`config.mk`:
```
export PLATFORM = sky130hd
export DESIGN_NAME = game_time_ctrl
export DESIGN_NICKNAME = d
export VERILOG_FILES = /design/src/rtl/game_time_ctrl.sv
export SDC_FILE = /design/constraint.sdc
export NUM_CORES = 1
export LEC_CHECK = 0
export BUFFER_PORTS_ARGS = -buffer_cell sky130_fd_sc_hd__buf_2
export CAP_MARGIN = 20
export CORE_UTILIZATION = 30
export DETAILED_ROUTE_END_ITERATION = 7
export PLACE_DENSITY = 0.52
export SKIP_CTS_REPAIR_TIMING = 1
export SYNTH_ARGS = -nofsm -noshare
export SYNTH_HDL_FRONTEND = slang
export SYNTH_SLANG_ARGS = --single-unit
```
`constraint.sdc`:
```
create_clock -name i_sys_clk -period 3.65 [get_ports i_sys_clk]
set_clock_uncertainty 0.05 [all_clocks]
set_input_delay 0.5475 -clock i_sys_clk [delete_from_list [all_inputs] [get_ports i_sys_clk]]
set_output_delay 0.5475 -clock i_sys_clk [all_outputs]
set_load 0.03 [all_outputs]
```
`src/rtl/game_time_ctrl.sv`:
```
// Session sequencer for the game timer: idle/run/pause/over FSM, 1 s prescaler and limit compare.
// Optional blinking near-limit warning is built only when GAME_TIME_WARN_EN is defined.
module game_time_ctrl #(
   parameter int CLK_DIV   = 50_000_000,
   parameter int DIV_W     = 26,
   parameter int WARN_SECS = 10
) (
   input  logic        i_sys_clk,
   input  logic        i_sys_rst,
   input  logic        i_start,
   input  logic        i_pause,
   input  logic        i_game_over,
   input  logic [3:0]  i_time_1s,
   input  logic [3:0]  i_time_10s,
   input  logic [3:0]  i_time_100s,
   input  logic        i_time_max_flag,
   input  logic [11:0] i_limit_bcd,
   output logic        o_time_rst,
   output logic        o_tick_1s,
   output logic [1:0]  o_state,
   output logic        o_timeout,
   output logic        o_warn
);

   typedef enum logic [1:0] {
      ST_IDLE  = 2'b00,
      ST_RUN   = 2'b01,
      ST_PAUSE = 2'b10,
      ST_OVER  = 2'b11
   } state_t;

   localparam logic [DIV_W-1:0] LP_LOAD = DIV_W'(CLK_DIV - 1);
   localparam logic [DIV_W-1:0] LP_ONE  = DIV_W'(1);

   state_t           r_state;
   logic [DIV_W-1:0] r_pre;
   logic             r_tick;
   logic             r_time_rst;
   logic             r_timeout;

   logic [11:0]      w_time_bcd;
   logic             w_hit;

   assign w_time_bcd = {i_time_100s, i_time_10s, i_time_1s};
   assign w_hit      = (i_limit_bcd != 12'h000) && (w_time_bcd == i_limit_bcd);

   always_ff @(posedge i_sys_clk or posedge i_sys_rst) begin
      if (i_sys_rst) begin
         r_state    <= ST_IDLE;
         r_pre      <= LP_LOAD;
         r_tick     <= 1'b0;
         r_time_rst <= 1'b0;
         r_timeout  <= 1'b0;
      end else begin
         r_tick <= 1'b0;
         case (r_state)
            ST_IDLE: begin
               r_pre     <= LP_LOAD;
               r_timeout <= 1'b0;
               if (i_start) begin
                  r_state    <= ST_RUN;
                  r_time_rst <= 1'b1;
               end
            end
            ST_RUN: begin
               // Terminal count always emits its tick, even when leaving RUN this cycle.
               if (r_pre == '0) begin
                  r_tick <= 1'b1;
                  r_pre  <= LP_LOAD;
               end else begin
                  r_pre <= r_pre - LP_ONE;
               end
               if (w_hit) r_timeout <= 1'b1;
               if (i_game_over || r_timeout || i_time_max_flag) r_state <= ST_OVER;
               else if (i_pause)                                r_state <= ST_PAUSE;
            end
            ST_PAUSE: begin
               if (i_game_over)  r_state <= ST_OVER;
               else if (i_pause) r_state <= ST_RUN;
            end
            ST_OVER: begin
               r_pre <= LP_LOAD;
               if (i_start) begin
                  r_state    <= ST_IDLE;
                  r_time_rst <= 1'b0;
                  r_timeout  <= 1'b0;
               end
            end
         endcase
      end
   end

   assign o_state    = r_state;
   assign o_tick_1s  = r_tick;
   assign o_time_rst = r_time_rst;
   assign o_timeout  = r_timeout;

`ifdef GAME_TIME_WARN_EN
   localparam logic signed [10:0] LP_WARN = 11'(WARN_SECS);

   logic [9:0]         w_time_bin;
   logic [9:0]         w_limit_bin;
   logic signed [10:0] w_diff;
   logic               w_in_win;
   logic               r_warn;
   logic               r_win;

   assign w_time_bin  = 10'(i_time_100s) * 10'd100 + 10'(i_time_10s) * 10'd10 + 10'(i_time_1s);
   assign w_limit_bin = 10'(i_limit_bcd[11:8]) * 10'd100 + 10'(i_limit_bcd[7:4]) * 10'd10
                      + 10'(i_limit_bcd[3:0]);
   assign w_diff      = $signed({1'b0, w_limit_bin}) - $signed({1'b0, w_time_bin});
   assign w_in_win    = (i_limit_bcd != 12'h000) && (w_diff > 11'sd0) && (w_diff <= LP_WARN);

   always_ff @(posedge i_sys_clk or posedge i_sys_rst) begin
      if (i_sys_rst) begin
         r_warn <= 1'b0;
         r_win  <= 1'b0;
      end else if (!((r_state == ST_RUN) || (r_state == ST_PAUSE)) || !w_in_win) begin
         r_warn <= 1'b0;
         r_win  <= 1'b0;
      end else if (!r_win) begin
         r_warn <= 1'b1;
         r_win  <= 1'b1;
      end else if ((r_state == ST_RUN) && r_tick) begin
         r_warn <= ~r_warn;
      end
   end

   assign o_warn = r_warn;
`else
   assign o_warn = 1'b0;
`endif

endmodule

```
==> impl_metrics.json, run 1 <==
{
  "clk_latency_ns": 0.28,
  "regToRegSetupSlack_ns": 1.09,
  "hold_violations": 0,
  "synth_top_area_share_pct": 23.4,
  "grt_pass1_vias": 1654,
  "slew_viol_final": 0,
  "yosysSeqAreaShare_pct": 39.4,
  "status": "finished clean",
  "place_ws_ns": 1.08,
  "die_h_um": 84.1,
  "core.rowCount": 29,
  "ir_drop_v": 0.000285,
  "power_density_nw_per_um2": 531,
  "r2r-start": "o_state[0]$_DFFE_PP0P_",
  "cp-start-kind": "register",
  "core_um2": 6420,
  "crit_required_ns": 3.80,
  "synth-seq-cells": 31,
  "crit_type": "reg2reg",
  "antenna_found_initial": 0,
  "ys_types": 49,
  "tns_ns": 0,
  "die_x_um": 84.1,
  "period_share_pct": 70.2,
  "antennaDiodeCount": 0,
  "syn_nets": 244,
  "ys_warn_count": 0,
  "period_needed_ns": 2.56,
  "die_area_um2": 7080,
  "rsz0062_at_grt": "no",
  "synth_edf_count": 0,
  "max_cap_violations": 0,
  "cp_max_fo": 15,
  "finalSetupViolCount": 0,
  "layout-drive-gt1-share_pct": 30.6,
  "avgViaCountPerCell": 5.47,
  "gp_congestion": 0.776,
  "area_growth_pct": 17.2,
  "nets": 281,
  "cts_sinks": 31,
  "relSlewSlack_pct": 39.4,
  "total_power_mw": 1.26,
  "cp_data_arrival_time_ns": 2.71,
  "cts_tree": "built",
  "pin_count": 36,
  "avgSynthCellArea_um2": 9.78,
  "cts_buffer_depth": 2,
  "yosysTopAreaCell": "dfstp_2",
  "synthArstFlopShare_pct": 100,
  "ctsHtreeMaxLevel": 2,
  "ys_top_cells_by_area": "dfstp_2 (23%), dfrtp_1 (16%), xor2_1 (6.5%)",
  "ant_nets": 0,
  "drtIter0Drc": 111,
  "dr.pass1.iters": 4,
  "synth_area_um2": 2020,
  "leakagePower_nw": 0.939,
  "tightest_slew_ns": 0.908,
  "synth-main-ff-cell": "dfstp_2",
  "worst_setup_path_end_kind": "register",
  "grt.overflow.total": 0,
  "grt_max_degree": 24,
  "hpwlAfterDp_mm": 3.36,
  "hold_path_class": "in2async",
  "port_buffers": 34,
  "initial_utilization_pct": 31.5,
  "fin_ws_ns": 1.09,
  "routedWlPerCell_um": 14.8,
  "drc_errors": 0,
  "cts-root-buf": "clkbuf_8",
  "grt_pass1_wl_mm": 8.05,
  "fmax_ghz": 0.390,
  "cts_buffers": 5,
  "syn_inst": 207,
  "dr_total_vias": 1761,
  "grtUsageTotal_pct": 14.2,
  "r2r_end": "r_pre[15]$_DFFE_PP1P_",
  "r2r_cells": 6,
  "wirelength_mm": 4.78,
  "clk_transition_reported_paths_ns": 0.07
}
cells by family (layout without fill, tap and decap cells):
group	count (synthesis)	after routing	share of synthesized area, %
AO/OA/AOI/OAI	60	60	22.3
XOR/XNOR	16	16	6.92
adder cells (fa/ha/maj)	7	7	4.33
buffers and inverters	17	55	3.77
flip-flops	31	31	39.4
other	1	1	0.185
AND/OR/NAND/NOR	75	75	23.1
worst max-delay path by stage:
stage	end	cells after the start	start
2_1_floorplan	r_pre[18]$_DFFE_PP0P_	6	o_state[0]$_DFFE_PP0P_
3_3_place_gp	r_pre[15]$_DFFE_PP1P_	6	o_state[0]$_DFFE_PP0P_
3_5_place_dp	r_pre[23]$_DFFE_PP1P_	6	o_state[0]$_DFFE_PP0P_
4_1_cts	r_pre[15]$_DFFE_PP1P_	6	o_state[0]$_DFFE_PP0P_
5_1_grt	r_pre[15]$_DFFE_PP1P_	6	o_state[0]$_DFFE_PP0P_
6_report	r_pre[15]$_DFFE_PP1P_	6	o_state[0]$_DFFE_PP0P_
where the power goes:
part | switching, mW | total, mW | internal [mW]
combinational | 0.370 | 0.549 | 0.179
clock | 0.129 | 0.281 | 0.152
sequential | 0.0414 | 0.430 | 0.389
state kept, by name, summed over array words and instances, names as in the netlist:
signal	count
r_pre	26
o_timeout	1
o_state	2
o_time_rst	1
o_tick_1s	1
synthesized netlist by cell type (3+ instances only):
cell / n
or3_1: 8
nand2b_1: 3
dfstp_2: 18
nor3_1: 5
nor2_1: 9
a22oi_1: 4
dfrtp_1: 13
o21ai_0: 7
clkbuf_1: 6
a31oi_1: 5
or4_1: 11
nand4_1: 3
ha_1: 7
xor2_1: 15
o31ai_1: 10
o41ai_1: 5
nand2_1: 7
a21oi_1: 8
inv_1: 8
nand3_1: 5
o211ai_1: 9
nor4_1: 8
cell usage in the layout (no fill, tap or decap), drive strengths merged, types with 6 or more instances in the layout:
| cell type | n |
|---|---|
| buf | 39 |
| dfstp | 18 |
| xor2 | 15 |
| dfrtp | 13 |
| or4 | 13 |
| o31ai | 10 |
| o211ai | 9 |
| nor2 | 9 |
| or3 | 9 |
| nor4 | 8 |
| inv | 8 |
| a21oi | 8 |
| o21ai | 8 |
| nand2 | 7 |
| ha | 7 |
| clkbuf | 7 |
| nor3 | 6 |
| o41ai | 6 |
layout make-up:
class | count | area (um2)
Clock buffer | 7 | 86.3
Clock inverter | 1 | 5.00
Fill cell | 634 | 4050
Inverter | 8 | 30.0
Multi-Input combinational cell | 159 | 1150
Sequential cell | 31 | 798
Tap cell | 77 | 96.3
Timing Repair Buffer | 39 | 208
per-layer routing:
metal / GRT usage [%] / vias up / wire, um
li1: - / 885 / -
met1: 20.1 / 832 / 2350
met2: 21.5 / 38 / 2150
met3: 3.05 / 6 / 220
met4: 5.02 / 0 / 61
met5: 0 / - / 0
worst max-delay path, stage by stage (launching register included):
cell	delay, ns
dfrtp_1	0.44
inv_1	0.15
ha_1	0.37
nor3_1	0.41
nand2_1	0.38
or4_1	0.58
o211ai_1	0.11
per-stage QoR:
stage	utilization (%)	cells	hold slack (ns)	instance area (um2)
CTS	37.0	322	0.419	2370
global route	37.0	322	0.441	2370
detailed placement	35.5	314	0.458	2280
finish	37.0	322	0.405	2370
floorplan	-	207	0.434	2020
global placement	35.5	314	0.453	2280
(Power assumes the default switching activity.)
==> inputs of run 2 (changes only) <==
- clock period: 3.65 -> 2.6 ns (I/O delays scaled with it)
==> impl_metrics.json, run 2 (synthesis results as in run 1) <==
{
  "die_x_um": 84.1,
  "clk_transition_reported_paths_ns": 0.06,
  "r2r_cells": 4,
  "grt_max_degree": 32,
  "rsz0062_at_grt": "no",
  "finalSetupViolCount": 0,
  "fmax_ghz": 0.410,
  "hold_path_class": "in2async",
  "initial_utilization_pct": 31.5,
  "max_cap_violations": 0,
  "grt.overflow.total": 0,
  "avgViaCountPerCell": 5.39,
  "grt_pass1_wl_mm": 8.06,
  "cts_buffer_depth": 2,
  "dr.pass1.iters": 4,
  "routedWlPerCell_um": 14.7,
  "status": "finished clean",
  "period_share_pct": 93.8,
  "cp_max_fo": 17,
  "gp_congestion": 0.741,
  "dp_cells": 319,
  "worst_hold_slack_ns": 0.129,
  "tns_ns": 0,
  "die_h_um": 84.1,
  "crit_required_ns": 2.75,
  "regMostFlops": "r_pre",
  "ctsHtreeMaxLevel": 2,
  "antenna_found_initial": 0,
  "largest_register_ffs": 26,
  "grt_pass1_vias": 1699,
  "core.rowCount": 29,
  "worstSetupStartpoint": "r_pre[14]$_DFFE_PP1P_",
  "power_density_nw_per_um2": 742,
  "clk_latency_ns": 0.28,
  "nets": 286,
  "ir_drop_v": 0.000441,
  "relSlewSlack_pct": 64.2,
  "drc_errors": 0,
  "antennaDiodeCount": 0,
  "cp_data_arrival_time_ns": 2.59,
  "pin_count": 36,
  "regToRegSetupSlack_ns": 0.16,
  "cp_slowest_cell": "o41a_4",
  "hpwlAfterDp_mm": 3.45,
  "area_growth_pct": 18.6,
  "cts-root-buf": "clkbuf_8",
  "r2r_end": "r_pre[4]$_DFFE_PP1P_",
  "r2r-start": "r_pre[14]$_DFFE_PP1P_",
  "ant_nets": 0,
  "cp-start-kind": "register",
  "port_buffers": 34,
  "drtIter0Drc": 62,
  "slew_viol_final": 0,
  "layout-drive-gt1-share_pct": 31.6,
  "cts_tree": "built",
  "cpPeakStageDelay_ns": 0.70,
  "cp_cell_sequence": "or4_4 > nand4bb_1 > o41a_4 > a211oi_1",
  "period_needed_ns": 2.44,
  "core_um2": 6420,
  "leakagePower_nw": 0.956,
  "stdcell_count": 327,
  "layout_commonest_cell": "buf_2",
  "hold_violations": 0,
  "dr_total_vias": 1764,
  "cts_buffers": 5,
  "cts_sinks": 31,
  "die_area_um2": 7080,
  "final_cell_mix": "buf_2 (34), dfstp_2 (18), xor2_1 (15)",
  "worst_setup_path_end_kind": "register",
  "fill_cells": 646,
  "cp-endpoint": "r_pre[4]$_DFFE_PP1P_",
  "wirelength_mm": 4.82,
  "grtUsageTotal_pct": 14.3,
  "crit_type": "reg2reg",
  "tightest_slew_ns": 0.537
}
==> run 2: cell types whose count changed in the layout (fill, tap and decap cells not counted) <==
cell,previous run,this run
clkbuf_8,6,5
buf_4,5,10
clkbuf_1,1,2
==> run 2: worst min-delay path by stage <==
stage | start | end | slack (ns) | depth (start not counted)
finish | i_sys_rst | o_tick_1s$_DFF_PP0_ | 0.13 | 3
global route | i_sys_rst | o_time_rst$_DFFE_PP0P_ | 0.18 | 3
CTS | i_sys_rst | o_time_rst$_DFFE_PP0P_ | 0.14 | 3
detailed placement | i_sys_rst | o_tick_1s$_DFF_PP0_ | 0.44 | 3
global placement | i_sys_rst | o_tick_1s$_DFF_PP0_ | 0.45 | 3
floorplan | i_sys_rst | o_state[0]$_DFFE_PP0P_ | 0.43 | 1
==> run 2: stage by stage <==
step | area [um2] | util (%) | power, mW | setup WS, ns
4_1_cts | 2400 | 37.4 | 1.80 | 0.169
3_3_place_gp | 2320 | 36.1 | 1.42 | 0.221
5_1_grt | 2400 | 37.4 | 1.91 | 0.0385
2_1_floorplan | 2020 | - | 1.18 | 0.254
6_report | 2400 | 37.4 | 1.78 | 0.162
3_5_place_dp | 2320 | 36.1 | 1.42 | 0.163
==> run 2: worst max-delay path: cells and delay by family (launching register included) <==
family,cells,cell delay (ns)
flops,1,0.38
simple gates,2,0.97
compound gates,2,0.94
==> run 2: layer usage <==
metal / wire [um] / track usage [%]
met3: 116 / 3.93
met2: 2190 / 22.2
met4: 15 / 2.82
met1: 2500 / 20.0
met5: 0 / 0
==> run 2: power by group <==
part | leakage, nW | internal, mW | switching, mW
Sequential | 0.364 | 0.546 | 0.0606
Combinational | 0.550 | 0.280 | 0.527
Clock | 0.0422 | 0.188 | 0.181
==> run 2: cell type report <==
class | instances | area [um2] | area share, %
clock inverters | 1 | 5.00 | 0.208
multi-input cells | 159 | 1150 | 47.9
inverters | 8 | 30.0 | 1.25
clock buffers | 7 | 76.3 | 3.18
flip-flops and latches | 31 | 798 | 33.2
well taps | 77 | 96.3 | 4.01
repair buffers | 44 | 245 | 10.2
==> inputs of run 3 (changes only) <==
==> constraint.sdc (replaced) <==
create_clock -name i_sys_clk -period 2.6 [get_ports i_sys_clk]
set_clock_uncertainty 0.05 [all_clocks]
set_input_delay 0.52 -clock i_sys_clk [delete_from_list [all_inputs] [get_ports i_sys_clk]]
set_output_delay 0.52 -clock i_sys_clk [all_outputs]
set_load 0.03 [all_outputs]
==> impl_metrics.json, run 3 (synthesis results as in run 1) <==
{
  "regMostFlops": "r_pre",
  "avgViaCountPerCell": 5.33,
  "finalSetupViolCount": 0,
  "fin_ws_ns": 0.184,
  "max_cap_violations": 0,
  "period_share_pct": 92.9,
  "fmax_ghz": 0.414,
  "place_ws_ns": 0.210,
  "routedWlPerCell_um": 15.1,
  "largest_register_ffs": 26,
  "ctsHtreeMaxLevel": 2,
  "grt_pass1_vias": 1702,
  "swShare_pct": 42.8,
  "internal-power_mw": 1.01,
  "worstSetupStartpoint": "o_state[0]$_DFFE_PP0P_",
  "grtUsageTotal_pct": 14.9,
  "cts_buffers": 5,
  "power_density_nw_per_um2": 738,
  "tightest_slew_ns": 0.532,
  "cts_tree": "built",
  "p_clk_share_pct": 20.6,
  "area_growth_pct": 18.2,
  "tns_ns": 0,
  "grt_max_degree": 32,
  "hold_path_class": "in2async",
  "hpwlAfterDp_mm": 3.54,
  "crit_type": "reg2reg",
  "status": "finished clean",
  "cp_data_arrival_time_ns": 2.57,
  "cp_max_fo": 15,
  "stdcell_count": 326,
  "rsz0062_at_grt": "no",
  "layout-drive-gt1-share_pct": 31.3,
  "slew_viol_final": 0,
  "die_x_um": 84.1,
  "r2r-start": "o_state[0]$_DFFE_PP0P_",
  "p_sw_mw": 0.755,
  "dr_total_vias": 1739,
  "core.rowCount": 29,
  "pin_count": 36,
  "worst_setup_path_end_kind": "register",
  "cp-start-kind": "register",
  "cts_buffer_depth": 2,
  "nets": 285,
  "ir_drop_v": 0.000406,
  "clk_latency_ns": 0.28,
  "period_needed_ns": 2.42,
  "port_buffers": 34,
  "crit_required_ns": 2.76,
  "relSlewSlack_pct": 64.2,
  "regToRegSetupSlack_ns": 0.18,
  "die_h_um": 84.1,
  "grt.overflow.total": 0,
  "layout_commonest_cell": "buf_2",
  "drc_errors": 0,
  "wirelength_mm": 4.93,
  "final_cell_mix": "buf_2 (34), dfstp_2 (18), xor2_1 (15)",
  "r2r_cells": 6,
  "seqPwrFrac_pct": 34.3,
  "gp_congestion": 0.742,
  "dp_cells": 318,
  "initial_utilization_pct": 31.5,
  "drtIter0Drc": 86,
  "hold_violations": 0,
  "leakagePower_nw": 0.952,
  "combPwrFrac_pct": 45.0,
  "ant_nets": 0,
  "cts-root-buf": "clkbuf_8",
  "r2r_end": "r_pre[15]$_DFFE_PP1P_",
  "die_area_um2": 7080,
  "core_um2": 6420,
  "cts_sinks": 31,
  "clk_transition_reported_paths_ns": 0.07,
  "antenna_found_initial": 0,
  "cp-endpoint": "r_pre[15]$_DFFE_PP1P_",
  "antennaDiodeCount": 0,
  "grt_pass1_wl_mm": 8.45,
  "dr.pass1.iters": 4
}
==> run 3: final cells by class <==
| class | instances | area [um2] |
|---|---|---|
| tap | 77 | 96.3 |
| multi-input combinational | 159 | 1150 |
| timing repair buffer | 43 | 238 |
| fill | 655 | 4030 |
| clock buffer | 7 | 76.3 |
| clock inverter | 1 | 5.00 |
| inverter | 8 | 30.0 |
| sequential | 31 | 798 |
==> run 3: critical path, cell delays in order (launching register included) <==
cell,delay [ns]
dfrtp_1,0.43
inv_1,0.13
ha_1,0.38
nor3_1,0.30
nand2_1,0.35
or4_1,0.59
o211ai_1,0.11
==> run 3: metrics by stage <==
stage          hold slack [ns]  total power [mW]  instance area (um2)  utilization, %
2_1_floorplan            0.434              1.18                 2020               -
3_3_place_gp             0.454              1.42                 2310            36.0
3_5_place_dp             0.460              1.42                 2310            36.0
4_1_cts                  0.273              1.79                 2390            37.3
5_1_grt                  0.307              1.90                 2390            37.3
6_report                 0.259              1.77                 2390            37.3
==> run 3: power by group through the flow <==
stage               sequential (mW)  combinational (mW)  clock [mW]
finish                        0.606               0.795       0.364
global route                  0.617               0.885       0.397
CTS                           0.606               0.804       0.379
detailed placement            0.614               0.804           0
global placement              0.612               0.810           0
floorplan                     0.648               0.534           0
==> run 3: how the worst min path moves through the flow <==
stage,start,end,depth (start not counted)
2_1_floorplan,r_pre[23]$_DFFE_PP1P_,r_pre[23]$_DFFE_PP1P_,2
3_3_place_gp,r_pre[25]$_DFFE_PP1P_,r_pre[25]$_DFFE_PP1P_,2
3_5_place_dp,r_pre[4]$_DFFE_PP1P_,r_pre[4]$_DFFE_PP1P_,2
4_1_cts,i_sys_rst,r_pre[18]$_DFFE_PP0P_,3
5_1_grt,i_sys_rst,r_pre[24]$_DFFE_PP0P_,3
6_report,i_sys_rst,o_tick_1s$_DFF_PP0_,3
==> run 3: per-layer routing <==
metal  track usage, %  up-vias  part of all wire, %
met5                0        -                    0
met4             3.61        0                 0.67
met3             3.24        4                  2.4
met2             22.8       18                   47
met1             21.5      831                   50
li1                 -      886                    -
